[src/rtl/sevenseg_scan_ctl_pkg.sv]
// Shared constants for the seven-segment scan controller: the active-low
// hex-to-segment table (bit 0 = segment a) and the all-dark pattern.
package sevenseg_pkg;

  localparam logic [6:0] SEG_OFF_N = 7'h7F;

  // Active-low glyphs for 0..F, index = hex value.
  localparam logic [6:0] HEX7_TABLE_N [16] = '{
    7'h40, 7'h79, 7'h24, 7'h30,
    7'h19, 7'h12, 7'h02, 7'h78,
    7'h00, 7'h10, 7'h08, 7'h03,
    7'h46, 7'h21, 7'h06, 7'h0E
  };

  // Table lookup wrapper so every user decodes the same way.
  function automatic logic [6:0] hex7_lookup_n(input logic [3:0] value);
    return HEX7_TABLE_N[value];
  endfunction

endpackage

[src/rtl/sevenseg_scan_ctl_if.sv]
// Application-side bundle of the scan controller: load strobe, per-digit
// data and the board-facing active-low display pins.
interface sevenseg_scan_ctl_if #(
  parameter int NUM_DIGITS = 8,
  parameter int BRIGHT_W   = 3
);

  logic                    load;
  logic [4*NUM_DIGITS-1:0] hex_in;
  logic [NUM_DIGITS-1:0]   dp_in;
  logic [NUM_DIGITS-1:0]   blank_in;
  logic [NUM_DIGITS-1:0]   blink_in;
  logic [BRIGHT_W-1:0]     bright;
  logic                    pending;
  logic                    frame_done;
  logic [6:0]              segs_n;
  logic                    dp_n;
  logic [NUM_DIGITS-1:0]   an_n;

  modport master (
    output load, hex_in, dp_in, blank_in, blink_in, bright,
    input  pending, frame_done, segs_n, dp_n, an_n
  );

  modport slave (
    input  load, hex_in, dp_in, blank_in, blink_in, bright,
    output pending, frame_done, segs_n, dp_n, an_n
  );

endinterface

[src/rtl/sevenseg_scan_ctl_hex7seg_n.sv]
// Combinational 4-bit to active-low 7-segment decoder.
module hex7seg_n
  import sevenseg_pkg::*;
(
  input  logic [3:0] hex,
  output logic [6:0] segs_n
);

  // Pure table lookup; every 4-bit value has a glyph.
  always_comb begin
    segs_n = hex7_lookup_n(hex);
  end

endmodule

[src/rtl/sevenseg_scan_ctl.sv]
// Multiplexed N-digit seven-segment scanner with per-slot PWM brightness,
// per-digit blank/blink and shadow registers that only swap in at a frame
// wrap so a frame never shows a mix of old and new data.
module sevenseg_scan_ctl
  import sevenseg_pkg::*;
#(
  parameter int NUM_DIGITS   = 8,
  parameter int TICK_DIV     = 1000,
  parameter int BRIGHT_W     = 3,
  parameter int BLINK_FRAMES = 64
) (
  input  logic             clk,
  input  logic             rst_n,
  sevenseg_scan_ctl_if.slave bus
);

  localparam int TICK_W = (TICK_DIV > 1) ? $clog2(TICK_DIV) : 1;
  localparam int DIG_W  = (NUM_DIGITS > 1) ? $clog2(NUM_DIGITS) : 1;
  localparam int BLK_W  = (BLINK_FRAMES > 1) ? $clog2(BLINK_FRAMES) : 1;

  localparam logic [TICK_W-1:0]   TICK_LAST  = TICK_W'(TICK_DIV - 1);
  localparam logic [DIG_W-1:0]    DIG_LAST   = DIG_W'(NUM_DIGITS - 1);
  localparam logic [BLK_W-1:0]    BLK_LAST   = BLK_W'(BLINK_FRAMES - 1);
  localparam logic [BRIGHT_W-1:0] PHASE_LAST = {BRIGHT_W{1'b1}};

  // Scan state
  logic [TICK_W-1:0]   tick_cnt_r;
  logic [BRIGHT_W-1:0] phase_r;
  logic [DIG_W-1:0]    digit_r;
  logic [BLK_W-1:0]    blink_cnt_r;
  logic                blink_phase_r;
  logic                slot_start_r;
  logic [BRIGHT_W-1:0] bright_q_r;

  // Shadow (pending) and active display data
  logic [4*NUM_DIGITS-1:0] hex_pend_r,   hex_act_r;
  logic [NUM_DIGITS-1:0]   dp_pend_r,    dp_act_r;
  logic [NUM_DIGITS-1:0]   blank_pend_r, blank_act_r;
  logic [NUM_DIGITS-1:0]   blink_pend_r, blink_act_r;
  logic                    pending_r;

  // Registered pins
  logic                  frame_done_r;
  logic [6:0]            segs_n_r;
  logic                  dp_n_r;
  logic [NUM_DIGITS-1:0] an_n_r;

  // Combinational helpers
  logic                  tick_s;
  logic                  slot_end_s;
  logic                  wrap_s;
  logic [BRIGHT_W-1:0]   bright_eff_s;
  logic                  digit_on_s;
  logic [3:0]            hex_sel_s;
  logic [6:0]            seg_dec_s;
  logic [NUM_DIGITS-1:0] an_next_s;
  logic [6:0]            segs_next_s;
  logic                  dp_next_s;

  // Scan timing events derived from the counters.
  always_comb begin
    tick_s     = (tick_cnt_r == TICK_LAST);
    slot_end_s = tick_s && (phase_r == PHASE_LAST);
    wrap_s     = slot_end_s && (digit_r == DIG_LAST);
  end

  // Brightness is taken from the input on the first cycle of a slot and
  // from the held copy for the rest of it.
  always_comb begin
    if (slot_start_r) begin
      bright_eff_s = bus.bright;
    end else begin
      bright_eff_s = bright_q_r;
    end
  end

  // Decide whether the current digit is lit; the last tick of a slot is
  // always dark because phase all-ones can never be below bright.
  always_comb begin
    digit_on_s = (phase_r < bright_eff_s)
              && !blank_act_r[digit_r]
              && !(blink_act_r[digit_r] && blink_phase_r);
    hex_sel_s  = hex_act_r[{digit_r, 2'b00} +: 4];
  end

  hex7seg_n u_dec (
    .hex    (hex_sel_s),
    .segs_n (seg_dec_s)
  );

  // Next values for the display pins.
  always_comb begin
    an_next_s = {NUM_DIGITS{1'b1}};
    if (digit_on_s) begin
      an_next_s[digit_r] = 1'b0;
      segs_next_s        = seg_dec_s;
      dp_next_s          = ~dp_act_r[digit_r];
    end else begin
      segs_next_s = SEG_OFF_N;
      dp_next_s   = 1'b1;
    end
  end

  // Tick prescaler: one-cycle enable every TICK_DIV clocks.
  always_ff @(posedge clk) begin
    if (!rst_n) begin
      tick_cnt_r <= '0;
    end else if (tick_s) begin
      tick_cnt_r <= '0;
    end else begin
      tick_cnt_r <= tick_cnt_r + TICK_W'(1);
    end
  end

  // Slot phase and digit index advance on ticks.
  always_ff @(posedge clk) begin
    if (!rst_n) begin
      phase_r <= '0;
      digit_r <= '0;
    end else if (tick_s) begin
      phase_r <= phase_r + BRIGHT_W'(1);
      if (phase_r == PHASE_LAST) begin
        if (digit_r == DIG_LAST) begin
          digit_r <= '0;
        end else begin
          digit_r <= digit_r + DIG_W'(1);
        end
      end else begin
        digit_r <= digit_r;
      end
    end else begin
      phase_r <= phase_r;
      digit_r <= digit_r;
    end
  end

  // Track the first cycle of each slot and hold its brightness sample.
  always_ff @(posedge clk) begin
    if (!rst_n) begin
      slot_start_r <= 1'b1;
      bright_q_r   <= '0;
    end else begin
      slot_start_r <= slot_end_s;
      bright_q_r   <= bright_eff_s;
    end
  end

  // Blink half-period counter, counted in whole frames.
  always_ff @(posedge clk) begin
    if (!rst_n) begin
      blink_cnt_r   <= '0;
      blink_phase_r <= 1'b0;
    end else if (wrap_s) begin
      if (blink_cnt_r == BLK_LAST) begin
        blink_cnt_r   <= '0;
        blink_phase_r <= ~blink_phase_r;
      end else begin
        blink_cnt_r   <= blink_cnt_r + BLK_W'(1);
        blink_phase_r <= blink_phase_r;
      end
    end else begin
      blink_cnt_r   <= blink_cnt_r;
      blink_phase_r <= blink_phase_r;
    end
  end

  // Capture loads into the shadow registers; last load before a wrap wins.
  always_ff @(posedge clk) begin
    if (!rst_n) begin
      hex_pend_r   <= '0;
      dp_pend_r    <= '0;
      blank_pend_r <= '0;
      blink_pend_r <= '0;
    end else if (bus.load) begin
      hex_pend_r   <= bus.hex_in;
      dp_pend_r    <= bus.dp_in;
      blank_pend_r <= bus.blank_in;
      blink_pend_r <= bus.blink_in;
    end else begin
      hex_pend_r   <= hex_pend_r;
      dp_pend_r    <= dp_pend_r;
      blank_pend_r <= blank_pend_r;
      blink_pend_r <= blink_pend_r;
    end
  end

  // Swap shadow into active at a frame wrap; a load landing on the wrap
  // cycle stays pending for the following frame.
  always_ff @(posedge clk) begin
    if (!rst_n) begin
      hex_act_r   <= '0;
      dp_act_r    <= '0;
      blank_act_r <= '0;
      blink_act_r <= '0;
      pending_r   <= 1'b0;
    end else if (wrap_s && pending_r) begin
      hex_act_r   <= hex_pend_r;
      dp_act_r    <= dp_pend_r;
      blank_act_r <= blank_pend_r;
      blink_act_r <= blink_pend_r;
      pending_r   <= bus.load;
    end else begin
      hex_act_r   <= hex_act_r;
      dp_act_r    <= dp_act_r;
      blank_act_r <= blank_act_r;
      blink_act_r <= blink_act_r;
      pending_r   <= pending_r | bus.load;
    end
  end

  // Register all display pins and the frame pulse.
  always_ff @(posedge clk) begin
    if (!rst_n) begin
      frame_done_r <= 1'b0;
      an_n_r       <= {NUM_DIGITS{1'b1}};
      segs_n_r     <= SEG_OFF_N;
      dp_n_r       <= 1'b1;
    end else begin
      frame_done_r <= wrap_s;
      an_n_r       <= an_next_s;
      segs_n_r     <= segs_next_s;
      dp_n_r       <= dp_next_s;
    end
  end

  assign bus.pending    = pending_r;
  assign bus.frame_done = frame_done_r;
  assign bus.an_n       = an_n_r;
  assign bus.segs_n     = segs_n_r;
  assign bus.dp_n       = dp_n_r;

endmodule

[src/flat_wrapper.sv]
// flat-port wrapper written by rule: the top's interface ports become plain ports
module sevenseg_scan_ctl_flat import sevenseg_pkg::*;
#(
  parameter int NUM_DIGITS   = 8,
  parameter int TICK_DIV     = 1000,
  parameter int BRIGHT_W     = 3,
  parameter int BLINK_FRAMES = 64
)
  (clk, rst_n, bus_load, bus_hex_in, bus_dp_in, bus_blank_in, bus_blink_in, bus_bright, bus_pending, bus_frame_done, bus_segs_n, bus_dp_n, bus_an_n);
  sevenseg_scan_ctl_if #(.NUM_DIGITS(NUM_DIGITS), .BRIGHT_W(BRIGHT_W)) bus_i ();
  input  logic clk;
  input  logic rst_n;
  input wire logic [$bits(bus_i.load)-1:0] bus_load;
  input wire logic [$bits(bus_i.hex_in)-1:0] bus_hex_in;
  input wire logic [$bits(bus_i.dp_in)-1:0] bus_dp_in;
  input wire logic [$bits(bus_i.blank_in)-1:0] bus_blank_in;
  input wire logic [$bits(bus_i.blink_in)-1:0] bus_blink_in;
  input wire logic [$bits(bus_i.bright)-1:0] bus_bright;
  output wire logic [$bits(bus_i.pending)-1:0] bus_pending;
  output wire logic [$bits(bus_i.frame_done)-1:0] bus_frame_done;
  output wire logic [$bits(bus_i.segs_n)-1:0] bus_segs_n;
  output wire logic [$bits(bus_i.dp_n)-1:0] bus_dp_n;
  output wire logic [$bits(bus_i.an_n)-1:0] bus_an_n;
  assign bus_i.load = bus_load;
  assign bus_i.hex_in = bus_hex_in;
  assign bus_i.dp_in = bus_dp_in;
  assign bus_i.blank_in = bus_blank_in;
  assign bus_i.blink_in = bus_blink_in;
  assign bus_i.bright = bus_bright;
  assign bus_pending = bus_i.pending;
  assign bus_frame_done = bus_i.frame_done;
  assign bus_segs_n = bus_i.segs_n;
  assign bus_dp_n = bus_i.dp_n;
  assign bus_an_n = bus_i.an_n;
  sevenseg_scan_ctl #(.NUM_DIGITS(NUM_DIGITS), .TICK_DIV(TICK_DIV), .BRIGHT_W(BRIGHT_W), .BLINK_FRAMES(BLINK_FRAMES)) u_core (.clk(clk), .rst_n(rst_n), .bus(bus_i));
endmodule
[config.mk]
export PLATFORM = sky130hd
export DESIGN_NAME = sevenseg_scan_ctl_flat
export DESIGN_NICKNAME = d
export VERILOG_FILES = /design/src/rtl/sevenseg_scan_ctl_pkg.sv /design/src/rtl/sevenseg_scan_ctl_if.sv /design/src/rtl/sevenseg_scan_ctl_hex7seg_n.sv /design/src/rtl/sevenseg_scan_ctl.sv /design/src/flat_wrapper.sv
export SDC_FILE = /design/constraint.sdc
export NUM_CORES = 1
export LEC_CHECK = 0
export BUFFER_PORTS_ARGS = -buffer_cell sky130_fd_sc_hd__buf_4
export CAP_MARGIN = 0
export CORE_ASPECT_RATIO = 0.9
export CORE_UTILIZATION = 40
export CTS_CLUSTER_DIAMETER = 30
export DETAILED_ROUTE_END_ITERATION = 12
export GPL_ROUTABILITY_DRIVEN = 0
export PLACE_DENSITY_LB_ADDON = 0.12
export SYNTH_ARGS = -nofsm -noshare
export SYNTH_HDL_FRONTEND = slang
export SYNTH_SLANG_ARGS = --single-unit
[constraint.sdc]
create_clock -name clk -period 3.7 [get_ports clk]
set_input_delay 0.555 -clock clk [delete_from_list [all_inputs] [get_ports clk]]
set_output_delay 0.555 -clock clk [all_outputs]
set_load 0.03 [all_outputs]
==> results of run 1 <==
==> cell families (layout without fill, tap and decap cells) <==
group,Yosys count,count (layout)
buf+inv,52,125
fa+ha+maj,13,13
xor+xnor,13,13
simple gates,265,265
flops,157,157
mux,82,82
compound gates,87,87
==> metal layers <==
metal	routed length (um)	part of all wire, %
met5	0	0
met4	191	1.4
met3	584	4.4
met2	5910	44
met1	6730	50
==> area by class of cell <==
cell class / count / area share [%]
repair buffers: 87 / 8.72
clock inverters: 6 / 1.70
inverters: 6 / 0.311
well taps: 202 / 3.31
multi-input cells: 460 / 38.3
flip-flops and latches: 157 / 41.2
clock buffers: 26 / 6.54
==> flip-flops by register name, summed over array words and instances (netlist names) <==
| register | flops |
|---|---|
| u_core.bus.frame_done | 1 |
| u_core.blank_pend_r | 8 |
| u_core.slot_start_r | 1 |
| u_core.bus.segs_n | 7 |
| u_core.hex_act_r | 32 |
| u_core.hex_pend_r | 32 |
| u_core.blank_act_r | 8 |
| u_core.blink_act_r | 8 |
| u_core.bus.pending | 1 |
| u_core.blink_cnt_r | 6 |
| u_core.tick_cnt_r | 10 |
| u_core.bus.an_n | 8 |
| u_core.blink_phase_r | 1 |
| u_core.dp_act_r | 8 |
| u_core.digit_r | 3 |
| u_core.phase_r | 3 |
| u_core.bright_q_r | 3 |
| u_core.blink_pend_r | 8 |
| u_core.bus.dp_n | 1 |
| u_core.dp_pend_r | 8 |
==> synth_stat cells, drive strengths merged (5+ instances only) <==
library cell,count,share of area (%)
buf,24,2.6
xnor2,7,0.97
nor2,83,4.9
dfxtp,157,50
o211ai,5,0.83
nand3,16,1.7
clkbuf,22,1.3
ha,13,2.6
nand2,134,7.9
mux2i,72,11
inv,6,0.36
mux4,8,3.0
a21oi,63,5.0
nand4,5,0.59
xor2,6,0.83
==> per-stage QoR <==
step / util (%) / cell area (sq um) / std cells / setup slack, ns / power [mW]
after floorplan: - / 6330 / 669 / 1.44 / 1.92
after global placement: 45.4 / 7010 / 912 / 0.812 / 2.01
after detailed placement: 45.4 / 7010 / 912 / 0.739 / 2.01
after CTS: 49.5 / 7640 / 944 / 0.730 / 3.86
after global routing: 49.5 / 7640 / 944 / 0.436 / 3.97
final: 49.5 / 7640 / 944 / 0.751 / 3.82
==> worst max-delay path, stage by stage (launching register included) <==
cell and delay (ns):
dfxtp_1 0.86, mux4_2 0.63, mux2i_1 0.47, inv_1 0.14, ha_1 0.25, inv_1 0.08, nor2_1 0.05, o21ai_0 0.19
o211ai_2 0.11
==> path summary, 6_finish.rpt <==
check	cells after the start	to	start	slack [ns]
max	8	u_core.bus.segs_n[4]$_SDFF_PN1_	u_core.digit_r[0]$_SDFFE_PN0N_	0.75
min	3	u_core.hex_pend_r[20]$_SDFFE_PN0P_	bus_hex_in[20]	0.37
max reg2reg	8	u_core.bus.segs_n[4]$_SDFF_PN1_	u_core.digit_r[0]$_SDFFE_PN0N_	0.75
min reg2reg	2	u_core.hex_act_r[1]$_SDFFE_PN0P_	u_core.hex_act_r[1]$_SDFFE_PN0P_	0.45
==> power groups by stage <==
stage,clock [mW],combinational [mW],sequential (mW)
2_1_floorplan,0,0.108,1.81
3_3_place_gp,0,0.202,1.80
3_5_place_dp,0,0.207,1.81
4_1_cts,1.89,0.208,1.77
5_1_grt,1.97,0.226,1.77
6_report,1.85,0.205,1.77
==> impl_metrics.toml, run 1 <==
[clocking]
tritoncts = "done"
cts.clk_slew.worst_paths_ns = 0.06
clock_latency_ns = 0.42
cts_hold_buf = 0
cts_root_buf = "clkbuf_16"
cts_sinks = 157
cts_buffer_depth = 2
cts_setup_buffers = 0
cts_made_buffers = 17
ctsResizeCount = 0
htreeDepth = 4

[finish]
diodes = 0
layout_commonest_cell = "dfxtp_1"
syn_to_final_growth_pct = 20.6
layout_common_cells = "157 x dfxtp_1, 133 x nand2_1, 86 x buf_4"
nNetsFinal = 804
fillCellCount = 1470
seq_area_sq_um = 3140
multiInputGateArea_sq_um = 2920
drive_above_1_share_pct = 19.4

[critical_path]
critPathMaxFanout = 19
cp.required_ns = 3.96
arrival_ns = 3.21
cp-end-kind = "register"
cp-start-kind = "register"
path_class = "reg2reg"

[floorplan]
start_util_pct = 41.0
rows = 43
die_x_um = 135
die_area_sq_um = 16300
die_h_um = 121
coreArea_sq_um = 15400
ios = 80

[sta]
grt_setup_unrepaired = "no"
finalCritPeriodShare_pct = 79.7
finalSetupTns_ns = 0
final-setup-viol-count = 0
fmax_mhz = 339
finalHoldViolations = 0
slew_violations = 0
relSlewSlack_pct = 29.8
period_needed_ns = 2.95
tightest_slew_ns = 1.05
skew_ns = 0.00928
holdWs_ns = 0.368

[yosys]
syn_inst = 669
yosysWarnings = 0
synthAdderAreaFrac_pct = 2.57
syn-num-nets = 744
synth_ff_type = "dfxtp_1"
ys_seq_area_share_pct = 49.6
async_flop_share_pct = 0
synth.area.mux_share_pct = 14.7
synth-simple-area-share_pct = 18.2
syn_area_per_cell_sq_um = 9.47
synth_cell_types = 51
synth-edff-count = 0
synth_top_family_by_area = "simple AND/OR/NAND/NOR gates"
synth-xor-area-share_pct = 1.80
syn_area_sq_um = 6330
synth_compound_area_share_pct = 8.79
ys_ff_latch = 157

[detailed_routing]
num_vias = 4676
drtAntennaViolNets = 0
routed_via_density = 4.95
drt_wl_total_um = 13400
wire_per_inst_um = 14.2
drtPass1Iterations = 4
drc_errors = 0
detailedRoute.firstIterationViolations = 273

[run_status]
outcome = "finished clean"

[power_and_ir_drop]
peakVddDrop_v = 0.000349
p_clk_share_pct = 48.4
seqPwrFrac_pct = 46.3
p_leak_nw = 3.09
combPwrFrac_pct = 5.4
cellInternalPower_mw = 3.04
p_sw_share_pct = 20.4
power_density_nw_per_um2 = 500
power_switching_mw = 0.780

[global_route]
grt_pass1_vias = 4625
grt_pass1_wl_um = 22700
use_met1_pct = 24.3
antenna_found_initial = 0
grt_max_degree = 75
use_met2_pct = 27.0
grt.overflow.total = 0
grt_usage_pct = 17.9
busiest_layer = "met2"
use_met3_pct = 4.97

[placed_design]
dp_hpwl_um = 9010
numPortBuffers = 79

[min_path]
hold_class = "in2reg"

[run]
maxCapViolCount = 0
(Power assumes the default switching activity.)
==> run 2, diff against run 1 <==
==> constraint.sdc (replaced) <==
create_clock -name clk -period 2.6 [get_ports clk]
set_input_delay 0.39 -clock clk [delete_from_list [all_inputs] [get_ports clk]]
set_output_delay 0.39 -clock clk [all_outputs]
set_load 0.03 [all_outputs]
==> run 2 against run 1 <==
  * Combinational power grew 45%
  * Final area grew 0.59%
  * Clock power grew 32%
  * Hold slack lost 0.16 ns
  * Sequential power grew 42%
  * Critical endpoint is now u_core.bus.segs_n[5]$_SDFF_PN1_
  * Sequential cell count is the same
  * Via count shrank 0.43%
  * Critical path depth grew 1
  * Critical path type unchanged
  * Core utilization grew 0.29 points
  * Die area is the same
  * Global-route usage is essentially flat
==> impl_metrics.toml, run 2 (synthesized netlist as in run 1, its figures left out) <==
[power_and_ir_drop]
seqPwrFrac_pct = 48.0
power_density_nw_per_um2 = 684
cellInternalPower_mw = 4.14
p_clk_share_pct = 46.4
power_switching_mw = 1.12
p_leak_nw = 3.12
peakVddDrop_v = 0.000472
combPwrFrac_pct = 5.7
p_sw_share_pct = 21.2

[detailed_routing]
drtAntennaViolNets = 0
drt_wl_total_um = 13600
num_vias = 4656
detailedRoute.firstIterationViolations = 361
drc_errors = 0
wire_per_inst_um = 14.3
routed_via_density = 4.89
drtPass1Iterations = 4

[critical_path]
crit_slowest_cell = "dfxtp_1"
cp-start-kind = "register"
path_buf_inv = 2
crit_family = "compound AO/OA/AOI/OAI gates"
critPathMaxFanout = 14
critPathMaxStageDelay_ns = 0.67
cp.required_ns = 2.93
arrival_ns = 2.72
worstPathCellList = "nor2_1, a2bb2o_1, a211o_1, inv_1, ha_1, inv_1, nor2_1, a21oi_1, o221ai_1"
path_class = "reg2reg"
cp-end-kind = "register"

[clocking]
ctsResizeCount = 0
cts_buffer_depth = 2
htreeDepth = 4
clock_latency_ns = 0.42
cts_hold_buf = 0
cts_made_buffers = 17
tritoncts = "done"
cts_setup_buffers = 0
cts_sinks = 157
cts.clk_slew.worst_paths_ns = 0.06
cts_root_buf = "clkbuf_16"

[sta]
fin_ws_ns = 0.214
finalCritPeriodShare_pct = 91.8
relSlewSlack_pct = 62.0
period_needed_ns = 2.39
skew_ns = 0.00871
finalHoldViolations = 0
finalSetupTns_ns = 0
slew_violations = 0
grt_setup_unrepaired = "no"
fmax_mhz = 419
final-setup-viol-count = 0
tightest_slew_ns = 0.570

[finish]
largestRegisters = "u_core.hex_act_r (32), u_core.hex_pend_r (32), u_core.tick_cnt_r (10)"
fillCellCount = 1435
seq_area_sq_um = 3140
layout_common_cells = "157 x dfxtp_1, 133 x nand2_1, 93 x buf_4"
syn_to_final_growth_pct = 21.3
diodes = 0
drive_above_1_share_pct = 20.4
fin_util_pct = 49.7
multiInputGateArea_sq_um = 2920
layout_commonest_cell = "dfxtp_1"
nNetsFinal = 813

[global_route]
grt_pass1_wl_um = 22600
grt_max_degree = 129
grt.overflow.total = 0
grt_pass1_vias = 4506
grt_usage_pct = 17.8
antenna_found_initial = 0

[floorplan]
die_x_um = 135
coreArea_sq_um = 15400
start_util_pct = 41.0
ios = 80
die_h_um = 121
rows = 43
die_area_sq_um = 16300

[placed_design]
dp_hpwl_um = 9330
dpl_worst_slack_ns = 0.221
numPortBuffers = 79

[min_path]
hold_class = "in2reg"

[run]
maxCapViolCount = 0

[run_status]
outcome = "finished clean"
==> run 2: cell count changes in the layout (fill, tap and decap cells not counted) <==
cell	previous run	this run
clkinvlp_4	0	1
bufinv_16	4	2
clkinv_2	3	4
buf_12	1	3
buf_4	86	93
==> run 2: tightest hold or removal path, stage by stage <==
cell and delay [ns]:
buf_4 0.07, mux2i_1 0.05, nor2_1 0.07
==> run 2: final timing paths <==
path	slack [ns]	depth (start not counted)	to	start
min	0.20	3	u_core.hex_pend_r[23]$_SDFFE_PN0P_	bus_hex_in[23]
max reg2reg	0.21	9	u_core.bus.segs_n[5]$_SDFF_PN1_	u_core.digit_r[0]$_SDFFE_PN0N_
min reg2reg	0.45	2	u_core.blank_act_r[2]$_SDFFE_PN0P_	u_core.blank_pend_r[2]$_SDFFE_PN0P_
max	0.21	9	u_core.bus.segs_n[5]$_SDFF_PN1_	u_core.digit_r[0]$_SDFFE_PN0N_
==> run 2: per-layer routing <==
| layer | wire [um] | track usage [%] | up-vias | share of wire (%) |
|---|---|---|---|---|
| met4 | 127 | 7.44 | 0 | 0.93 |
| met3 | 591 | 4.72 | 10 | 4.3 |
| met2 | 5920 | 25.4 | 86 | 44 |
| met5 | 0 | 0 | - | 0 |
| met1 | 6960 | 25.2 | 2161 | 51 |
| li1 | - | - | 2399 | - |
==> run 2: layout make-up <==
type	count	area share (%)
clock buffer	26	6.50
inverter	6	0.309
tap	202	3.29
clock inverter	6	1.08
multi-input combinational	460	38.0
timing repair buffer	96	9.87
sequential	157	40.9
==> run 2: stage by stage <==
step	area [sq um]	total power, mW	hold slack [ns]	std cells
floorplan	6330	2.73	0.426	669
global placement	7100	2.86	0.438	921
detailed placement	7100	2.87	0.443	921
CTS	7680	5.33	0.182	953
global route	7680	5.46	0.189	953
finish	7680	5.25	0.203	953
==> run 2: power by group through the flow <==
stage	Sequential (mW)	Combinational [mW]	Clock [mW]
finish	2.52	0.297	2.44
global route	2.53	0.325	2.61
CTS	2.52	0.302	2.51
detailed placement	2.57	0.301	0
global placement	2.57	0.293	0
floorplan	2.58	0.154	0
==> run 3, diff against run 2 <==
--- a/config.mk
+++ b/config.mk
@@ -7,8 +7,10 @@
 export LEC_CHECK = 0
 export BUFFER_PORTS_ARGS = -buffer_cell sky130_fd_sc_hd__buf_4
 export CAP_MARGIN = 0
+export CELL_PAD_IN_SITES_DETAIL_PLACEMENT = 1
+export CELL_PAD_IN_SITES_GLOBAL_PLACEMENT = 2
 export CORE_ASPECT_RATIO = 0.9
-export CORE_UTILIZATION = 40
+export CORE_UTILIZATION = 32
 export CTS_CLUSTER_DIAMETER = 30
 export DETAILED_ROUTE_END_ITERATION = 12
 export GPL_ROUTABILITY_DRIVEN = 0
==> run 3 against run 2 <==
  * Critical path depth is 1 higher
  * Sequential share of layout area is 0.48 points lower
  * Core utilization is 9.4 points lower
  * Clock power is 4% higher
  * Power is 2.1% higher
  * Highest routed layer unchanged
  * Register-to-register slack worse by 0.08 ns
  * Die area is 25% higher
  * Largest cell class unchanged
  * Cell count is 5.1% higher
  * Hold slack worse by 0.0024 ns
  * Non-clock buffer count is 2 higher
  * Clock-buffer cell count is 5 lower
  * Fmax is 3.3% lower
==> impl_metrics.toml, run 3 (synthesized netlist as in run 1, its figures left out) <==
[sta]
skew_ns = 0.00972
fin_ws_ns = 0.133
finalCritPeriodShare_pct = 94.9
finalHoldViolations = 0
tightest_slew_ns = 0.592
fmax_mhz = 405
final-setup-viol-count = 0
period_needed_ns = 2.47
finalSetupTns_ns = 0
slew_violations = 0
grt_setup_unrepaired = "no"
relSlewSlack_pct = 60.6

[floorplan]
coreArea_sq_um = 19300
die_x_um = 150
die_area_sq_um = 20400
ios = 80
rows = 48
start_util_pct = 32.8
die_h_um = 135

[detailed_routing]
detailedRoute.firstIterationViolations = 190
drtPass1Iterations = 4
num_vias = 4779
drtAntennaViolNets = 0
wire_per_inst_um = 15.6
drt_wl_total_um = 15600
routed_via_density = 4.77
drc_errors = 0

[power_and_ir_drop]
peakVddDrop_v = 0.000388
p_leak_nw = 3.12
power_density_nw_per_um2 = 690

[critical_path]
reg2reg_from = "u_core.digit_r[1]$_SDFFE_PN0N_"
cp.required_ns = 2.93
path_class = "reg2reg"
cp-end-kind = "register"
cp-start-kind = "register"
critPathMaxFanout = 6
crit_path_start = "u_core.digit_r[1]$_SDFFE_PN0N_"
arrival_ns = 2.79

[finish]
drive_above_1_share_pct = 21.0
final_area_sq_um = 7780
layout_common_cells = "156 x dfxtp_1, 133 x nand2_1, 95 x buf_4"
seq_area_sq_um = 3140
syn_to_final_growth_pct = 22.8
multiInputGateArea_sq_um = 2920
largestRegisters = "u_core.hex_act_r (32), u_core.hex_pend_r (32), u_core.tick_cnt_r (10)"
layout_commonest_cell = "dfxtp_1"
diodes = 0
nNetsFinal = 815
fillCellCount = 2198

[placed_design]
numPortBuffers = 79
dpl_cell_area_sq_um = 7180
dpl_worst_slack_ns = 0.149
dp_hpwl_um = 10700

[clocking]
cts_made_buffers = 17
cts_root_buf = "clkbuf_16"
cts_setup_buffers = 0
tritoncts = "done"
cts_sinks = 157
clock_latency_ns = 0.42
cts.clk_slew.worst_paths_ns = 0.07
htreeDepth = 4
cts_buffer_depth = 2
cts_hold_buf = 0
ctsResizeCount = 0

[global_route]
grt_usage_pct = 16.2
antenna_found_initial = 0
grt.overflow.total = 0
grt_pass1_vias = 5028
grt_max_degree = 129
grt_pass1_wl_um = 25500

[run_status]
outcome = "finished clean"

[min_path]
hold_class = "in2reg"
holdCritStartpoint = "bus_hex_in[25]"

[run]
maxCapViolCount = 0
run 3: cell count changes in the layout (fill, tap and decap cells not counted), moves of 2 or more:
cell | previous run | this run
clkinv_2 | 4 | 2
clkbuf_1 | 5 | 2
buf_4 | 93 | 95
clkbuf_8 | 4 | 2
clkinvlp_4 | 1 | 4
run 3: metal layers:
layer  global-route usage [%]  vias up  part of all wire [%]
met5                        0        -                     0
met4                     5.78        0                   1.1
met3                     3.16       11                   3.7
met2                     24.8       76                    43
met1                     22.5     2298                    52
li1                         -     2394                     -
run 3: final cells by class:
type	instances	share of cell area, %
multi-input cells	460	37.6
inverters	6	0.322
well taps	250	4.02
clock inverters	10	1.79
repair buffers	98	9.94
clock buffers	21	5.92
flip-flops and latches	157	40.4
run 3: critical path: stages, from the launching register on:
cell	delay (ns)
dfxtp_1	0.44
buf_4	0.20
mux2i_1	0.34
o32ai_1	0.16
a211o_1	0.37
inv_1	0.14
ha_1	0.22
inv_1	0.07
nor2_1	0.16
a21oi_1	0.07
o221ai_1	0.20
run 3: worst paths after layout:
path / end / slack, ns / depth (start not counted)
setup reg to reg: u_core.bus.segs_n[5]$_SDFF_PN1_ / 0.13 / 10
setup / recovery: u_core.bus.segs_n[5]$_SDFF_PN1_ / 0.13 / 10
hold reg to reg: u_core.hex_act_r[29]$_SDFFE_PN0P_ / 0.46 / 2
hold / removal: u_core.hex_pend_r[25]$_SDFFE_PN0P_ / 0.20 / 3
run 3: power breakdown:
part | switching (mW) | total, mW | internal [mW]
logic | 0.153 | 0.301 | 0.148
clock network | 0.986 | 2.54 | 1.56
registers | 0.0433 | 2.52 | 2.48
run 3: stage by stage:
step / power [mW] / std cells / util (%) / hold WS (ns)
final: 5.36 / 1002 / 40.3 / 0.200
after global routing: 5.57 / 1002 / 40.3 / 0.199
after CTS: 5.44 / 1002 / 40.3 / 0.189
after detailed placement: 2.88 / 971 / 37.2 / 0.448
after global placement: 2.87 / 971 / 37.2 / 0.441
after floorplan: 2.73 / 669 / - / 0.426
